===== src/rtl/counter_run_ctrl.sv =====
// Run/pause/clear sequencer for the 32-bit LED counter: turns button pulses into a
// prescaled count strobe, issues clears, handles terminal count and drives the LED byte select.
module counter_run_ctrl #(
    parameter int PRESC_DIV = 50_000_000,
    parameter int SCAN_DIV  = 100_000_000,
    parameter bit WRAP_EN   = 1'b1
) (
    input  logic       clk,
    input  logic       rst,
    input  logic       btn_start,
    input  logic       btn_stop,
    input  logic       btn_clear,
    input  logic       cnt_max,
    input  logic       scan_mode,
    input  logic [1:0] sw,
    output logic       cnt_en,
    output logic       cnt_clr,
    output logic [1:0] byte_sel,
    output logic [1:0] run_state,
    output logic       sat
);

    localparam int PW = (PRESC_DIV > 1) ? $clog2(PRESC_DIV) : 1;
    localparam int SW = (SCAN_DIV > 1) ? $clog2(SCAN_DIV) : 1;
    localparam logic [PW-1:0] PRESC_LAST = PW'(PRESC_DIV - 1);
    localparam logic [SW-1:0] SCAN_LAST  = SW'(SCAN_DIV - 1);

    typedef enum logic [1:0] {
        S_IDLE  = 2'd0,
        S_RUN   = 2'd1,
        S_PAUSE = 2'd2,
        S_CLEAR = 2'd3
    } state_t;

    state_t        state_q, state_d;
    logic [PW-1:0] presc_q, presc_d;
    logic [SW-1:0] scan_q, scan_d;
    logic [1:0]    byte_sel_q, byte_sel_d;
    logic          sat_q, sat_d;

    logic sat_hit;
    logic presc_term;

    // In saturate mode the all-ones flag blocks strobes and ends the run.
    assign sat_hit    = (WRAP_EN == 1'b0) && cnt_max;
    assign presc_term = (presc_q == PRESC_LAST);

    always_comb begin
        state_d = state_q;
        sat_d   = sat_q;
        case (state_q)
            S_IDLE: begin
                if (btn_clear)      state_d = S_CLEAR;
                else if (btn_start) state_d = S_RUN;
            end
            S_RUN: begin
                if (btn_clear)     state_d = S_CLEAR;
                else if (btn_stop) state_d = S_PAUSE;
                else if (sat_hit) begin
                    state_d = S_PAUSE;
                    sat_d   = 1'b1;
                end
            end
            S_PAUSE: begin
                if (btn_clear)                state_d = S_CLEAR;
                else if (btn_start && !sat_q) state_d = S_RUN;
            end
            default: begin
                state_d = S_IDLE;
                sat_d   = 1'b0;
            end
        endcase
    end

    // Prescaler only survives RUN->RUN; any exit or fresh entry restarts it at zero.
    always_comb begin
        presc_d = '0;
        if (state_q == S_RUN && state_d == S_RUN) begin
            presc_d = presc_term ? '0 : presc_q + PW'(1);
        end
    end

    always_comb begin
        scan_d     = '0;
        byte_sel_d = sw;
        if (scan_mode) begin
            if (scan_q == SCAN_LAST) begin
                scan_d     = '0;
                byte_sel_d = byte_sel_q + 2'd1;
            end else begin
                scan_d     = scan_q + SW'(1);
                byte_sel_d = byte_sel_q;
            end
        end
    end

    always_ff @(posedge clk or posedge rst) begin
        if (rst) begin
            state_q    <= S_IDLE;
            presc_q    <= '0;
            scan_q     <= '0;
            byte_sel_q <= 2'd0;
            sat_q      <= 1'b0;
        end else begin
            state_q    <= state_d;
            presc_q    <= presc_d;
            scan_q     <= scan_d;
            byte_sel_q <= byte_sel_d;
            sat_q      <= sat_d;
        end
    end

    assign cnt_en    = (state_q == S_RUN) && presc_term && !sat_hit;
    assign cnt_clr   = (state_q == S_CLEAR);
    assign run_state = state_q;
    assign byte_sel  = byte_sel_q;
    assign sat       = sat_q;

endmodule


===== config.mk =====
export PLATFORM = sky130hd
export DESIGN_NAME = counter_run_ctrl
export DESIGN_NICKNAME = d
export VERILOG_FILES = /design/src/rtl/counter_run_ctrl.sv
export SDC_FILE = /design/constraint.sdc
export NUM_CORES = 1
export LEC_CHECK = 0
export BUFFER_PORTS_ARGS = -buffer_cell sky130_fd_sc_hd__buf_2
export CORE_UTILIZATION = 63
export CTS_BUF_LIST = sky130_fd_sc_hd__clkbuf_8
export CTS_CLUSTER_DIAMETER = 30
export DETAILED_ROUTE_END_ITERATION = 16
export HOLD_SLACK_MARGIN = 0.1
export PLACE_DENSITY_LB_ADDON = 0.3
export SYNTH_ARGS = -nofsm -noshare
export SYNTH_HDL_FRONTEND = slang
export SYNTH_SLANG_ARGS = --single-unit

===== constraint.sdc =====
create_clock -name clk -period 4.78 [get_ports clk]
set_input_delay 0.956 -clock clk [delete_from_list [all_inputs] [get_ports clk]]
set_output_delay 0.956 -clock clk [all_outputs]
set_load 0.02 [all_outputs]

Yosys cells after proc, flatten, opt, wreduce, memory -nomap -nowiden --
Index checks and enable logic that the tools add are counted.
Word-level totals: word-level logic and storage cells 29, output and inout port bits 7, bits in registers 57
Cells by class: muxes and demuxes 11, add/subtract/negate cells 3, reduce and logical (&&, ||, !) cells 4, equal/unequal tests 7
Operator list (number):
- 27-bit 2-to-1 mux | 2
- 26-bit 2-to-1 mux | 2
- 27-bit by 1-bit adder with 27-bit output, second input constant | 1
- 27-bit equality test, second input constant | 1
- 26-bit by 1-bit adder with 26-bit output, second input constant | 1
- 26-bit equality test, second input constant | 1
- 2-bit 2-to-1 mux | 6
- 2-bit by 1-bit equality test with 1-bit output, second input constant | 2
- 2-bit equality test, second input constant | 2
- 2-bit one-hot mux with 2 select lines | 1
- 2-bit by 1-bit adder with 2-bit output, second input constant | 1
- 1-bit logical AND | 2
- 2-bit logical NOT | 1
- 2-bit by 1-bit != test with 1-bit output, second input constant | 1
- 2-bit OR reduction | 1

Logic depth before layout (Yosys ltp) --
Gate-level depths: netlist of run 1.
depth after elaboration 6, depth in mapped cells 7, gate-level depth less buffers 5

Least setup slack after synthesis of run 1 --
OpenSTA, ideal clock, no wires.
path type reg-to-output, from register presc_q[2], to output port cnt_en, arrival 1524 ps, required time 3824 ps, cell stages (with the launch flop) 5, path buffers 1, setup slack 2300 ps, cells stage by stage dfrtp_1 and4_1 buf_2 nand2_1 nor4_1
Between the ends: longest elaborated chain between the ends 2
RTL lines:
- start, declared | RTL line 36 | logic [PW-1:0] presc_q, presc_d;
- start signal, assigned | RTL line 106 | presc_q <= presc_d;
- 26-bit equality test | RTL line 46 | assign presc_term = (presc_q == PRESC_LAST);
- 1-bit logical AND | RTL line 113 | assign cnt_en = (state_q == S_RUN) && presc_term && !sat_hit;
- end, declared | RTL line 16 | output logic cnt_en,
Every way passes these cells.

Worst setup path after layout of run 1 --
Ends and elaborated chain as after synthesis.

==> reports/metrics.cfg, run 1 <==
[placement]
place_area_um2 = 3067
numPortBuffers = 13
hpwl_um = 3851
place_congestion = 0.8124

[critical_path]
cp-end-kind = output pin
startpoint_type = flop
slowest_delay_ns = 0.43
path_cells = and4_1 -> nand2_1 -> nor4_1 -> buf_2
crit_fanout = 9
cp_slowest_cell = dfrtp_1
critPathRequiredTime_ns = 3.82
critical-path-top-delay-family = simple AND/OR/NAND/NOR gates
arrival_ns = 1.92
path_buf_inv = 1
path_class = reg -> out

[finish]
fillers = 321
final_cell_mix = 57 x dfrtp_1, 35 x nor2_1, 23 x a21oi_1
final_nets = 340
drive_gt1_share_pct = 10.51
fin_area_um2 = 3277
final_common_cell = dfrtp_1
n_antenna_cell = 0
area_growth_syn_to_layout_pct = 9.398

[detailed_routing]
vias = 2461
wirelength_um = 5970
ant_nets = 0
drt_iter0_markers = 237
routed_via_density = 6.392
wl_per_cell_um = 15.51
dr.pass1.iters = 11
post-route-drc-count = 3

[floorplanning]
start_util_pct = 66.95
core_um2 = 4474
io_pins = 16
die_w_um = 70.96
num_rows = 24
die_y_um = 70.96
design.die.area_um2 = 5035

[pwr]
power.density_nw_per_um2 = 333.6
leakage_nw = 1.290
vdd_drop_max_v = 0.0002557

[clocking]
h-tree-depth = 3
cts-root-buf = clkbuf_8
post_cts_resized = 0
numCtsBuffers = 9
tritoncts = yes
cts_sinks = 57
clock_latency_ns = 0.34
post_cts_buffers = 0
clk_pin_slew_ns = 0.07
ctsHoldBuffers = 0
ctsLongestPathBuffers = 2

[global_routing]
grt_pass1_wl_um = 10230
grt_max_degree = 58
antenna_found_initial = 0
grt_util_all_layers_pct = 26.18
overflow = 0
grt_pass1_vias = 2238

[synthesis]
syn-num-nets = 331
synth-seq-cells = 57
synth_cell_types = 37
ys_warn_count = 0
syn_inst = 319
synth_area_um2 = 2995
synth_area_per_cell_um2 = 9.390
synth-seq-area-share_pct = 47.62

[sta]
worst_pin_slew_ns = 1.018
fin_skew_ns = 0.01087
setup-violations-final = 0
slew_headroom_pct = 32.09
grt_setup_unrepaired = false
fmax_ghz = 0.3479
tns_ns = 0
period_share_pct = 60.13
hold_viol = 0
period_needed_ns = 2.874
final-max-slew-violation-count = 0

[run]
maxCapViolCount = 0

[outcome]
status = finished, violations left
violations = design-rule violations

[hold_path]
worstHoldPathType = reg -> reg

[report_power, final]
group / total, mW / switching, mW / internal (mW)
Combinational: 0.0961 / 0.0658 / 0.0303
Clock: 0.486 / 0.198 / 0.289
Sequential: 0.511 / 0.0149 / 0.496
Total: 1.09 / 0.278 / 0.815
[layout make-up]
class | count | area (um^2) | share of cell area (%)
Multi-Input combinational cell | 236 | 1461 | 44.60
Sequential cell | 57 | 1426 | 43.53
Clock buffer | 9 | 123.9 | 3.780
Clock inverter | 7 | 86.33 | 2.635
Timing Repair Buffer | 15 | 80.08 | 2.444
Tap cell | 52 | 65.06 | 1.985
Inverter | 9 | 33.78 | 1.031
[stage by stage]
stage / setup slack (ns) / hold slack (ns) / utilization (%) / total power [mW] / instances
2_1_floorplan: 2.300 / 0.4529 / - / 0.5845 / 319
3_3_place_gp: 2.146 / 0.4757 / 68.54 / 0.6152 / 369
3_5_place_dp: 2.118 / 0.4849 / 68.54 / 0.6165 / 369
4_1_cts: 1.927 / 0.4911 / 73.24 / 1.100 / 385
5_1_grt: 1.843 / 0.5048 / 73.24 / 1.130 / 385
6_report: 1.906 / 0.4876 / 73.24 / 1.093 / 385
[cells by family after synthesis]
logic type / Yosys count / share of synthesized area [%]
AO/OA/AOI/OAI: 54 / 10.78
XOR/XNOR: 26 / 7.602
adder cells (fa/ha/maj): 3 / 1.253
buffers and inverters: 26 / 3.759
flip-flops: 57 / 47.62
other: 1 / 0.1252
AND/OR/NAND/NOR: 152 / 28.86
[sequential cells by signal, indices dropped and copies added (netlist names)]
signal,flops
presc_q,26
scan_q,27
run_state,2
byte_sel,2
[synthesized netlist by cell type, drive strengths merged]
library cell / n / area share (%)
inv: 9 / 1.1
clkbuf: 12 / 1.5
o32ai: 1 / 0.29
nor4bb: 1 / 0.33
o22ai: 1 / 0.21
ha: 3 / 1.3
xnor2: 10 / 2.9
or3: 9 / 1.9
o21ai: 11 / 2.0
nor2: 35 / 4.4
and3: 2 / 0.42
or4b: 1 / 0.33
o221ai: 1 / 0.29
nand3: 21 / 3.5
nand4: 19 / 4.0
nand4b: 1 / 0.29
and4: 11 / 3.3
nor4b: 4 / 1.2
a21oi: 23 / 3.8
or4: 15 / 3.9
xor2: 16 / 4.7
dfrtp: 57 / 48
nor3: 3 / 0.50
buf: 5 / 1.1
a31oi: 2 / 0.42
nor4: 3 / 0.63
nand2: 16 / 2.0
nand2b: 3 / 0.63
conb: 1 / 0.13
and2: 8 / 1.7
a21o: 1 / 0.25
o31ai: 14 / 3.5
[final timing paths]
kind                                       from                     to  slack (ns)  cells past startpoint
setup / recovery           presc_q[2]$_DFF_PP0_                 cnt_en        1.91                      4
hold / removal             presc_q[0]$_DFF_PP0_   presc_q[0]$_DFF_PP0_        0.49                      1
max in group asynchronous                   rst   scan_q[23]$_DFF_PP0_        3.50                      3
setup reg to reg            scan_q[8]$_DFF_PP0_   scan_q[11]$_DFF_PP0_        2.08                      4
min in group asynchronous                   rst  presc_q[20]$_DFF_PP0_        0.81                      3
hold reg to reg            presc_q[0]$_DFF_PP0_   presc_q[0]$_DFF_PP0_        0.49                      1
[routing by layer]
layer | routed length, um | track usage (%)
met3 | 253 | 5.983
met2 | 2640 | 36.11
met1 | 2935 | 38.74
met5 | 0 | 0
met4 | 140 | 13.56
(Power assumes the default switching activity.)
==> inputs of run 2 (changes only) <==
==> constraint.sdc (replaced) <==
create_clock -name clk -period 3 [get_ports clk]
set_input_delay 0.6 -clock clk [delete_from_list [all_inputs] [get_ports clk]]
set_output_delay 0.6 -clock clk [all_outputs]
set_load 0.02 [all_outputs]
==> reports/metrics.cfg, run 2 (synthesis gave the netlist of run 1 again) <==
[outcome]
status = finished, violations left
violations = design-rule violations

[sta]
final-max-slew-violation-count = 0
worst_slack_ns = 0.5466
period_share_pct = 81.78
tns_ns = 0
fmax_ghz = 0.4076
worst_pin_slew_ns = 0.5843
setup-violations-final = 0
period_needed_ns = 2.453
fin_skew_ns = 0.007070
hold_viol = 0
grt_setup_unrepaired = false
slew_headroom_pct = 60.75

[floorplanning]
die_y_um = 70.96
io_pins = 16
design.die.area_um2 = 5035
num_rows = 24
core_um2 = 4474
die_w_um = 70.96
start_util_pct = 66.95

[global_routing]
antenna_found_initial = 0
grt_pass1_vias = 2332
grt_pass1_wl_um = 10140
grt_max_degree = 25
grt_util_all_layers_pct = 25.80
gr-usage-met2_pct = 38.35
top_usage_layer = met2
overflow = 0
grtUsageMet1_pct = 36.61
globalRouteMet3Util_pct = 6.838

[finish]
final_util_pct = 72.57
largestRegisters = scan_q (27), presc_q (26)
fillers = 330
final_cell_mix = 57 x dfrtp_1, 35 x nor2_1, 23 x a21oi_1
drive_gt1_share_pct = 10.48
largest_register = scan_q
n_antenna_cell = 0
largest_reg_flops = 27
final_nets = 344
area_growth_syn_to_layout_pct = 8.396
final_common_cell = dfrtp_1
fin_area_um2 = 3247

[critical_path]
timing.rr.start = scan_q[8]$_DFF_PP0_
cp_slowest_cell = dfrtp_1
crit_end = cnt_en
path_buf_inv = 1
crit_fanout = 9
cp-end-kind = output pin
crit_start = presc_q[2]$_DFF_PP0_
startpoint_type = flop
slowest_delay_ns = 0.42
rrSetupSlack_ns = 0.77
r2r_cells = 4
arrival_ns = 1.85
path_cells = and4_1 -> nand2_1 -> nor4_1 -> buf_2
path_class = reg -> out
critical-path-top-delay-family = simple AND/OR/NAND/NOR gates
reg2reg_to = byte_sel[1]$_DFFE_PP0P_
critPathRequiredTime_ns = 2.40
cp.depth = 4

[run]
maxCapViolCount = 0

[detailed_routing]
drt_iter0_markers = 188
vias = 2443
wl_per_cell_um = 15.07
wirelength_um = 5818
routed_via_density = 6.329
ant_nets = 0
dr.pass1.iters = 11
post-route-drc-count = 3

[clocking]
cts-root-buf = clkbuf_8
post_cts_buffers = 0
ctsHoldBuffers = 0
h-tree-depth = 3
clk_pin_slew_ns = 0.06
numCtsBuffers = 9
ctsLongestPathBuffers = 2
post_cts_resized = 0
tritoncts = yes
cts_sinks = 57
clock_latency_ns = 0.33

[placement]
dp_slack_ns = 0.7890
hpwl_um = 4002
numPortBuffers = 13
place_congestion = 0.8248
place_area_um2 = 3097

[pwr]
leakage_nw = 1.285
power.density_nw_per_um2 = 476.4
vdd_drop_max_v = 0.0002661
total_power_mw = 1.547

[hold_path]
worstHoldPathType = in -> async

[run 2: power by group]
| group | switching [mW] | internal [mW] |
|---|---|---|
| logic | 0.107 | 0.0530 |
| clock network | 0.271 | 0.300 |
| registers | 0.0242 | 0.791 |
| total | 0.403 | 1.14 |
[run 2: stage by stage]
stage / instances / hold WS [ns]
finish: 386 / 0.2072
global route: 386 / 0.2132
CTS: 386 / 0.2088
detailed placement: 373 / 0.4969
global placement: 373 / 0.4713
floorplan: 319 / 0.4529
[run 2: worst min-delay path by stage]
stage / start / endpoint / slack, ns / depth (start not counted)
after floorplan: presc_q[0]$_DFF_PP0_ / presc_q[0]$_DFF_PP0_ / 0.45 / 1
after global placement: presc_q[0]$_DFF_PP0_ / presc_q[0]$_DFF_PP0_ / 0.47 / 1
after detailed placement: scan_q[0]$_DFF_PP0_ / scan_q[0]$_DFF_PP0_ / 0.50 / 1
after CTS: rst / presc_q[22]$_DFF_PP0_ / 0.21 / 2
after global routing: rst / presc_q[12]$_DFF_PP0_ / 0.21 / 2
final: rst / presc_q[12]$_DFF_PP0_ / 0.21 / 2
[run 2: layout make-up]
class | instances | area [um^2] | share of cell area, %
multi-input combinational | 236 | 1461 | 45.01
sequential | 57 | 1426 | 43.93
clock buffer | 10 | 137.6 | 4.239
timing repair buffer | 19 | 110.1 | 3.391
tap | 52 | 65.06 | 2.004
inverter | 9 | 33.78 | 1.040
clock inverter | 3 | 12.51 | 0.3854
[run 2: per-layer routing]
layer | up-vias | part of all wire, %
met5 | - | 0
met4 | 0 | 2.1
met2 | 55 | 45
met3 | 14 | 4.1
met1 | 1178 | 49
li1 | 1196 | -
==> inputs of run 3 (changes only) <==
--- a/config.mk
+++ b/config.mk
@@ -5,8 +5,9 @@
 export SDC_FILE = /design/constraint.sdc
 export NUM_CORES = 1
 export LEC_CHECK = 0
+export ABC_AREA = 1
 export BUFFER_PORTS_ARGS = -buffer_cell sky130_fd_sc_hd__buf_2
-export CORE_UTILIZATION = 63
+export CORE_UTILIZATION = 58
 export CTS_BUF_LIST = sky130_fd_sc_hd__clkbuf_8
 export CTS_CLUSTER_DIAMETER = 30
 export DETAILED_ROUTE_END_ITERATION = 16
==> constraint.sdc (replaced) <==
create_clock -name clk -period 2.2 [get_ports clk]
set_input_delay 0.44 -clock clk [delete_from_list [all_inputs] [get_ports clk]]
set_output_delay 0.44 -clock clk [all_outputs]
set_load 0.02 [all_outputs]
==> reports/metrics.cfg, run 3 <==
[outcome]
status = finished, final reports clean

[synthesis]
ys_warn_count = 0
synth-seq-cells = 57
netlist.area_leader.share_pct = 40.93
syn-num-nets = 515
synth_top_area_cell = dfrtp_1
syn_inst = 503
synth_area_per_cell_um2 = 6.928
synth-main-ff-cell = dfrtp_1
synthTopCellsByArea = dfrtp_1 41%, nand2_1 16%, nor2_1 12%, inv_1 6.8%, nand3_1 4.5%
synth_common_cells = 144 x nand2_1, 113 x nor2_1, 63 x inv_1
synth_cell_types = 27
synthArstFlopShare_pct = 100.0
yosys.cell_count.top_type = nand2_1
synth-edff-count = 0
synth-seq-area-share_pct = 40.93
synth_area_um2 = 3485

[sta]
fmax_ghz = 0.4893
period_needed_ns = 2.044
hold_viol = 0
setup-violations-final = 0
fin_skew_ns = 0.01169
hold_slack_ns = 0.1157
tns_ns = 0
worst_slack_ns = 0.1562
final-max-slew-violation-count = 0
worst_pin_slew_ns = 0.5085
period_share_pct = 92.90
slew_headroom_pct = 66.05

[pwr]
vdd_drop_max_v = 0.0004708
power.density_nw_per_um2 = 579.8
leakage_nw = 1.732
internal-power_mw = 1.563
sw_frac_of_total_pct = 29.77
clkPwrFrac_pct = 38.4
p_comb_share_pct = 11.6
seq_power_share_pct = 50.0
total_power_mw = 2.226
p_switching_mw = 0.6629

[clocking]
cts_sinks = 57
tritoncts = yes
clock_latency_ns = 0.35
h-tree-depth = 3
ctsLongestPathBuffers = 2
ctsHoldBuffers = 0
numCtsBuffers = 9
clk_pin_slew_ns = 0.08
cts-root-buf = clkbuf_8

[critical_path]
crit_fanout = 4
crit_start = presc_q[0]$_DFF_PP0_
critical-path-top-delay-family = simple AND/OR/NAND/NOR gates
rrSetupSlack_ns = 0.48
critPathRequiredTime_ns = 1.76
reg2reg_to = scan_q[22]$_DFF_PP0_
cp_slowest_cell = dfrtp_1
startpoint_type = flop
slowest_delay_ns = 0.40
path_class = reg -> out
arrival_ns = 1.60
path_cells = ha_1 -> inv_1 -> nor2_2 -> nand2_2 -> nor2_4 -> nand3_1 -> nor2_1 -> buf_4
cp-end-kind = output pin
path_buf_inv = 2
r2r_cells = 9
timing.rr.start = scan_q[0]$_DFF_PP0_
cp.depth = 8
crit_end = cnt_en

[global_routing]
grt_pass1_wl_um = 13280
overflow = 0
antenna_found_initial = 0
grt_util_all_layers_pct = 27.63
grt_max_degree = 38
grt_pass1_vias = 2988

[placement]
dp_cells = 587
place_congestion = 0.9294
dp_slack_ns = 0.4581
numPortBuffers = 13
hpwl_um = 5779

[hold_path]
worstHoldPathType = in -> async

[floorplanning]
start_util_pct = 61.77
design.die.area_um2 = 6322
die_y_um = 79.51
core_um2 = 5642
num_rows = 27
die_w_um = 79.51
io_pins = 16

[finish]
n_antenna_cell = 0
final_nets = 541
area_growth_syn_to_layout_pct = 10.20
largestRegisters = scan_q (27), presc_q (26)
largest_reg_flops = 27
final_cell_count_no_fill = 606
drive_gt1_share_pct = 13.48
final_common_cell = nand2_1
largest_register = scan_q
final_cell_mix = 144 x nand2_1, 113 x nor2_1, 63 x inv_1

[detailed_routing]
wl_per_cell_um = 13.07
post-route-drc-count = 0
vias = 3194
routed_via_density = 5.271
drt_iter0_markers = 318
dr.pass1.iters = 5
wirelength_um = 7921
ant_nets = 0

[run]
maxCapViolCount = 0

run 3: cell types whose count changed after synthesis, sizes merged, moves of 5 or more:
cell	before	now
nand2	16	151
xor2	16	11
clkbuf	12	1
nand4	19	4
and4	11	0
or4	15	0
nand3	21	33
a21oi	23	5
inv	9	63
o31ai	14	0
or3	9	0
and2	8	0
nor2	35	138
run 3: cells by family (layout without fill, tap and decap cells):
kind of cell / count (synthesis) / after routing / share of synthesized area [%]
xor gates and xnor gates: 22 / 22 / 5.529
DFF: 57 / 57 / 40.93
other: 1 / 1 / 0.1076
AOI/OAI and AO/OA: 19 / 19 / 2.908
adders and majority gates: 3 / 3 / 1.077
and+or+nand+nor: 334 / 334 / 41.44
buffers and inverters: 67 / 98 / 8.007
run 3: how the worst min path moves through the flow:
stage	startpoint	end	slack, ns	cells past startpoint
after global placement	rst	presc_q[3]$_DFF_PP0_	0.47	2
after CTS	rst	presc_q[5]$_DFF_PP0_	0.12	2
after floorplan	scan_q[0]$_DFF_PP0_	scan_q[0]$_DFF_PP0_	0.48	1
final	rst	presc_q[5]$_DFF_PP0_	0.12	2
after global routing	rst	presc_q[3]$_DFF_PP0_	0.14	2
after detailed placement	rst	presc_q[3]$_DFF_PP0_	0.49	2
run 3: cell type report:
class                   count  area [um^2]
clock buffers               9        123.9
clock inverters             7        48.80
fillers                   469         1802
inverters                  63        236.5
multi-input cells         379         1789
flip-flops and latches     57         1426
well taps                  72        90.09
repair buffers             19        125.1
run 3: power groups by stage:
stage / clock network (mW) / registers, mW / logic [mW]
6_report: 0.855 / 1.11 / 0.259
5_1_grt: 0.923 / 1.11 / 0.292
4_1_cts: 0.874 / 1.11 / 0.249
3_5_place_dp: 0 / 1.13 / 0.248
3_3_place_gp: 0 / 1.13 / 0.241
2_1_floorplan: 0 / 1.16 / 0.152
run 3: worst register-to-register path: cells and delay by family (launching register included):
family	cells	cell delay, ns
buf+inv	1	0.21
simple gates	7	0.72
flops	1	0.43
fa+ha+maj	1	0.27
run 3: layer usage:
layer	vias up	routed length (um)	global-route usage, %
met4	0	106	7.091
li1	1581	-	-
met3	11	624	7.429
met5	-	0	0
met1	1494	3515	37.31
met2	108	3675	43.85
run 3: repair_timing:
action                                 CTS  global route
buffers inserted                         0             3
setup endpoints to repair                0             1
resized for setup                        0             3
endpoints found under the hold margin    0             0
run 3: per-stage QoR:
stage | utilization (%) | instance area, um^2
finish | 68.06 | 3840
global route | 68.06 | 3840
CTS | 67.44 | 3805
detailed placement | 64.38 | 3632
global placement | 64.38 | 3632
floorplan | - | 3485
